### src/rtl/fp_pkg.sv
// Shared definitions for the 16-bit scaled fixed-point word {scale[2:0], mantissa[12:0]}
// and the summation state machine.
package fp_pkg;
    localparam int FP_W      = 16;
    localparam int SCALE_W   = 3;
    localparam int MANT_W    = 13;
    localparam int MAX_SCALE = 7;
    localparam int MANT_MAX  = 4095;
    localparam int MANT_MIN  = -4096;

    typedef enum logic [1:0] {
        ACCUM,
        NORM,
        OUT
    } state_t;
endpackage

### src/rtl/fp_unpack.sv
// Splits a scaled fixed-point word into its scale and a sign-extended addend
// aligned to the fixed internal scale (MAX_SCALE fractional bits).
module fp_unpack
    import fp_pkg::*;
#(
    parameter int ACC_W = 24
) (
    input  logic [FP_W-1:0]           word,
    output logic [SCALE_W-1:0]        scale,
    output logic signed [ACC_W-1:0]   addend
);
    logic [MANT_W-1:0]  mant;
    logic [SCALE_W-1:0] shamt;

    assign scale  = word[FP_W-1 -: SCALE_W];
    assign mant   = word[MANT_W-1:0];
    assign shamt  = SCALE_W'(MAX_SCALE) - scale;
    assign addend = $signed({{(ACC_W-MANT_W){mant[MANT_W-1]}}, mant}) <<< shamt;
endmodule

### src/rtl/fp_accumulator.sv
// Sums a stream of scaled fixed-point products and renormalises the total to 16 bits.
// Build option: NORM_ROUND_EN selects round-half-up instead of truncation in NORM.
module fp_accumulator
    import fp_pkg::*;
#(
    parameter int ACC_W     = 24,
    parameter int MAX_TERMS = 16
) (
    input  logic            clk,
    input  logic            rst,
    input  logic            clear,
    input  logic            in_valid,
    output logic            in_ready,
    input  logic [FP_W-1:0] in_data,
    input  logic            in_last,
    output logic            out_valid,
    input  logic            out_ready,
    output logic [FP_W-1:0] out_data,
    output logic            overflow,
    output logic            busy
);
    localparam int CNT_W = $clog2(MAX_TERMS);

    state_t                   state, state_next;
    logic signed [ACC_W-1:0]  acc, pend_add, beat_add, acc_sum;
    logic                     pend_vld, ovf, add_ovf;
    logic [CNT_W-1:0]         cnt;
    logic [SCALE_W-1:0]       beat_scale, trial_t, shamt;
    logic                     accept, beat_end, trial_fit;
    logic signed [ACC_W:0]    acc_ext, acc_rnd, trial;

    fp_unpack #(.ACC_W(ACC_W)) u_unpack (
        .word   (in_data),
        .scale  (beat_scale),
        .addend (beat_add)
    );

    // Accepted beats are staged one cycle before the add to keep unpack and add off one path.
    assign acc_sum  = acc + pend_add;
    assign add_ovf  = (acc[ACC_W-1] == pend_add[ACC_W-1]) && (acc_sum[ACC_W-1] != acc[ACC_W-1]);
    assign accept   = (state == ACCUM) && in_valid && !clear;
    assign beat_end = in_last || (cnt == CNT_W'(MAX_TERMS - 1));

    assign shamt   = SCALE_W'(MAX_SCALE) - trial_t;
    assign acc_ext = {acc[ACC_W-1], acc};
`ifdef NORM_ROUND_EN
    assign acc_rnd = (shamt == '0) ? acc_ext
                                   : acc_ext + $signed((ACC_W+1)'(1) << (shamt - SCALE_W'(1)));
`else
    assign acc_rnd = acc_ext;
`endif
    assign trial     = acc_rnd >>> shamt;
    assign trial_fit = (trial >= (ACC_W+1)'(MANT_MIN)) && (trial <= (ACC_W+1)'(MANT_MAX));

    always_ff @(posedge clk or posedge rst) begin
        if (rst) state <= ACCUM;
        else     state <= state_next;
    end

    always_comb begin
        state_next = state;
        in_ready   = 1'b0;
        out_valid  = 1'b0;
        busy       = 1'b0;
        case (state)
            ACCUM: begin
                in_ready = !clear && !rst;
                if (accept && beat_end) state_next = NORM;
            end
            NORM: begin
                busy = 1'b1;
                if (!pend_vld && (trial_fit || trial_t == '0)) state_next = OUT;
            end
            OUT: begin
                busy      = 1'b1;
                out_valid = 1'b1;
                if (out_ready) state_next = ACCUM;
            end
            default: state_next = ACCUM;
        endcase
    end

    always_ff @(posedge clk or posedge rst) begin
        if (rst) begin
            acc      <= '0;
            ovf      <= 1'b0;
            cnt      <= '0;
            pend_vld <= 1'b0;
            pend_add <= '0;
            trial_t  <= '0;
            out_data <= '0;
            overflow <= 1'b0;
        end else begin
            case (state)
                ACCUM: begin
                    if (clear) begin
                        acc      <= '0;
                        ovf      <= 1'b0;
                        cnt      <= '0;
                        pend_vld <= 1'b0;
                    end else begin
                        if (pend_vld) begin
                            acc <= acc_sum;
                            ovf <= ovf | add_ovf;
                        end
                        pend_vld <= accept;
                        pend_add <= beat_add;
                        if (accept) begin
                            cnt     <= cnt + CNT_W'(1);
                            trial_t <= SCALE_W'(MAX_SCALE);
                        end
                    end
                end
                NORM: begin
                    // The final staged beat lands before the first trial.
                    if (pend_vld) begin
                        acc      <= acc_sum;
                        ovf      <= ovf | add_ovf;
                        pend_vld <= 1'b0;
                    end else if (trial_fit) begin
                        out_data <= {trial_t, trial[MANT_W-1:0]};
                        overflow <= ovf;
                    end else if (trial_t != '0) begin
                        trial_t <= trial_t - SCALE_W'(1);
                    end else begin
                        out_data <= {trial_t, acc[ACC_W-1] ? MANT_W'(MANT_MIN) : MANT_W'(MANT_MAX)};
                        overflow <= 1'b1;
                    end
                end
                OUT: begin
                    if (out_ready) begin
                        acc      <= '0;
                        ovf      <= 1'b0;
                        cnt      <= '0;
                        pend_vld <= 1'b0;
                    end
                end
                default: ;
            endcase
        end
    end
endmodule

### config.mk
export PLATFORM = sky130hd
export DESIGN_NAME = fp_accumulator
export DESIGN_NICKNAME = d
export VERILOG_FILES = /design/src/rtl/fp_pkg.sv /design/src/rtl/fp_unpack.sv /design/src/rtl/fp_accumulator.sv
export SDC_FILE = /design/constraint.sdc
export NUM_CORES = 1
export LEC_CHECK = 0
export BUFFER_PORTS_ARGS = -buffer_cell sky130_fd_sc_hd__buf_2
export CAP_MARGIN = 5
export CORE_MARGIN = 3
export CORE_UTILIZATION = 46
export DETAILED_ROUTE_END_ITERATION = 16
export GPL_TIMING_DRIVEN = 0
export PLACE_DENSITY = 0.63
export SYNTH_ARGS = -nofsm -noshare
export SYNTH_HDL_FRONTEND = slang
export SYNTH_SLANG_ARGS = --single-unit
### constraint.sdc
create_clock -name clk -period 4.15 [get_ports clk]
set_input_delay 0.83 -clock clk [delete_from_list [all_inputs] [get_ports clk]]
set_output_delay 0.83 -clock clk [all_outputs]
set_load 0.1 [all_outputs]
==> impl_metrics.csv <==
group,metric,value,unit
critical_path,setup.worst_path.class,"reg2out",
global_route,globalRouteTotalUtil,0.205,
flow_run,max_cap_viol_count,0,
detailed_routing,vias,4487,
clock_tree,post-cts-setup-buffers,0,
critical_path,cp-start-kind,"flop",
clock_tree,cts.root.buffer_cell,"sky130_fd_sc_hd__clkbuf_16",
placement,place_congestion,0.885,
synthesis,synth.yosys.seq_area_share,0.345,
critical_path,worst-endpoint-required,3320,ps
clock_tree,cts_resized,0,
synthesis,synth_enable_flop_cells,0,
synthesis,synthDominantAreaCellType,"sky130_fd_sc_hd__dfrtp_1",
timing,slew_headroom,0.394,
synthesis,syn_inst,595,
global_route,grt_remaining_overflow,0,
timing,tightestPinTransition,909,ps
clock_tree,cts_tree,"yes",
global_route,antenna_found_initial,0,
floorplan,initial_core_util,0.476,
timing,totalNegativeSetupSlack,0,ps
detailed_routing,post_drt_wl_per_cell,15.8,um
timing,finalCriticalPeriod,2980,ps
synthesis,synth_cell_area,5220,sq um
clock_tree,cts-htree-levels,3,
synthesis,postSynth.topFlopCell,"sky130_fd_sc_hd__dfrtp_1",
detailed_routing,route.detailed.drc,0,
critical_path,worstSetupEndpointType,"primary output",
finish,multiInputGateArea,3220,sq um
detailed_routing,drt-total-wl,12500,um
placement,buffer_ports.inserted,40,
timing,rsz0062_at_grt,"false",
clock_tree,clock_slew_at_reported_path_ffs,60,ps
floorplan,fp.coreArea,11000,sq um
clock_tree,numCtsBuffers,9,
clock_tree,cts_hold_buf,0,
timing,clock-skew-final,8.24,ps
timing,finalHoldViolCount,0,
placement,place.detailed.hpwl,9680,um
timing,max_freq,0.336,GHz
critical_path,crit_arrival,2150,ps
synthesis,synth_async_sr_flop_share,1.00,
power,pwr_cell_area,763,nW/um^2
floorplan,fp.dieW,113,um
synthesis,synth_area_per_cell,8.78,sq um
global_route,grt_max_degree,73,
hold_path,worst_hold_path_type,"reg2reg",
timing,slew_viol_final,0,
detailed_routing,vias_per_cell,5.67,
power,cellLeakagePower,2.93,nW
clock_tree,cts_sinks,72,
synthesis,synth_area_leaders,"sky130_fd_sc_hd__dfrtp_1 (34%), sky130_fd_sc_hd__ha_1 (7.2%), sky130_fd_sc_hd__mux2i_1 (6.5%)",
floorplan,die-area,12700,sq um
synthesis,ys_ff_latch,72,
detailed_routing,ant_nets,0,
timing,setup_viol_count_final,0,
clock_tree,insertion_delay,340,ps
floorplan,die_height,113,um
clock_tree,clock_tree.buffer_depth,2,
synthesis,synthesis.nets,648,
synthesis,synth_top_cell_area_share,0.345,
critical_path,critical_path.max_fanout,10,
floorplan,core.rowCount,38,
synthesis,yosysWarningCount,0,
timing,post-route-period-util,0.718,
finish,areaGrowthSynthToFinish,12.9,%
finish,final.fill_count,1034,
global_route,grt_pass1_vias,4419,
synthesis,synthDistinctLibCells,62,
floorplan,floorplan.io_pins,42,
global_route,grt_first_pass_wirelength,21400,um
finish,register_area,1800,sq um
power,vdd_ir_drop_max,0.949,mV
detailed_routing,drt_first_iter_violations,281,
finish,fin_nets,699,
finish,antennaDiodeCount,0,
timing,finalHoldWorstSlack,470,ps
finish,drive_above_1_share,0.134,
detailed_routing,dr.pass1.iters,7,
status,status,"complete, no violations",
==> sequential cells by signal, indices dropped and copies added, names as in the netlist <==
register	cells
acc	24
cnt	4
out_data	16
overflow	1
ovf	1
pend_add	20
pend_vld	1
state	2
trial_t	3
==> through the flow <==
step	utilization	instance area, sq um	power [mW]	std cells	worst slack (ps)
finish	0.537	5900	4.50	791	1170
global route	0.537	5900	4.85	791	1010
CTS	0.537	5900	4.52	791	1170
detailed placement	0.510	5600	3.73	775	1200
global placement	0.510	5600	3.67	775	621
floorplan	-	5220	3.22	595	848
==> synthesized netlist by cell type, types with 5 or more instances <==
cell	instances
sky130_fd_sc_hd__a211oi_1	18
sky130_fd_sc_hd__a21o_1	23
sky130_fd_sc_hd__a21oi_1	40
sky130_fd_sc_hd__a31oi_1	7
sky130_fd_sc_hd__and2_1	8
sky130_fd_sc_hd__and3_1	6
sky130_fd_sc_hd__buf_1	5
sky130_fd_sc_hd__buf_2	5
sky130_fd_sc_hd__clkbuf_1	16
sky130_fd_sc_hd__dfrtp_1	72
sky130_fd_sc_hd__ha_1	30
sky130_fd_sc_hd__inv_1	18
sky130_fd_sc_hd__mux2_2	11
sky130_fd_sc_hd__mux2i_1	34
sky130_fd_sc_hd__nand2_1	77
sky130_fd_sc_hd__nand2b_1	7
sky130_fd_sc_hd__nand3_1	12
sky130_fd_sc_hd__nor2_1	40
sky130_fd_sc_hd__nor2b_1	10
sky130_fd_sc_hd__nor3_1	6
sky130_fd_sc_hd__o21ai_0	61
sky130_fd_sc_hd__xnor2_1	14
==> final timing paths <==
check	slack [ps]	depth (start not counted)	endpoint	start
setup / recovery	1170	6	in_ready	state[1]$_DFFE_PP0P_
hold / removal	470	1	out_data[7]$_DFFE_PP0P_	out_data[7]$_DFFE_PP0P_
setup reg to reg	1200	9	acc[23]$_DFFE_PP0P_	acc[4]$_DFFE_PP0P_
hold reg to reg	470	1	out_data[7]$_DFFE_PP0P_	out_data[7]$_DFFE_PP0P_
max in group asynchronous	2850	2	pend_add[14]$_DFFE_PP0P_	rst
min in group asynchronous	680	2	pend_add[1]$_DFFE_PP0P_	rst
==> placed cells by master, fill, tap and decap left out, types with 14 or more instances in the layout <==
cell,Yosys,routed
sky130_fd_sc_hd__nand2_1,77,77
sky130_fd_sc_hd__dfrtp_1,72,72
sky130_fd_sc_hd__o21ai_0,61,61
sky130_fd_sc_hd__buf_2,5,45
sky130_fd_sc_hd__nor2_1,40,40
sky130_fd_sc_hd__a21oi_1,40,40
sky130_fd_sc_hd__mux2i_1,34,34
sky130_fd_sc_hd__ha_1,30,30
sky130_fd_sc_hd__a21o_1,23,23
sky130_fd_sc_hd__a211oi_1,18,18
sky130_fd_sc_hd__inv_1,18,17
sky130_fd_sc_hd__clkbuf_1,16,16
sky130_fd_sc_hd__xnor2_1,14,14
==> metal layers <==
| metal | part of all wire | global-route usage | up-vias |
|---|---|---|---|
| met5 | 0 | 0 | - |
| met4 | 0.023 | 0.0873 | 0 |
| met3 | 0.031 | 0.0248 | 21 |
| met2 | 0.47 | 0.339 | 97 |
| met1 | 0.47 | 0.271 | 2089 |
| li1 | - | - | 2280 |
==> cell families after synthesis <==
kind of cell,Yosys count,share of synthesized area
buf+inv,48,0.0393
mux,51,0.110
simple gates,175,0.150
xor+xnor,18,0.0302
fa+ha+maj,31,0.0757
flops,72,0.345
compound gates,200,0.250
==> final cells by class <==
class,count,share of cell area
repair buffers,40,0.0339
multi-input cells,475,0.545
inverters,19,0.0125
flip-flops and latches,72,0.306
clock inverters,7,0.0121
well taps,140,0.0297
plain buffers,29,0.0227
clock buffers,9,0.0382
==> where the power goes <==
part / switching [mW] / internal, mW / total [mW]
Clock: 0.312 / 0.466 / 0.778
Combinational: 1.77 / 0.834 / 2.61
Sequential: 0.184 / 0.931 / 1.12
==> worst max-delay path, cell delays in order, from the launching register on <==
cell and delay [ps]:
sky130_fd_sc_hd__dfrtp_1 420, sky130_fd_sc_hd__inv_1 100, sky130_fd_sc_hd__ha_1 320, sky130_fd_sc_hd__nand2_1 160
sky130_fd_sc_hd__clkbuf_1 250, sky130_fd_sc_hd__nor2_1 130, sky130_fd_sc_hd__buf_2 430
(Power assumes the default switching activity.)
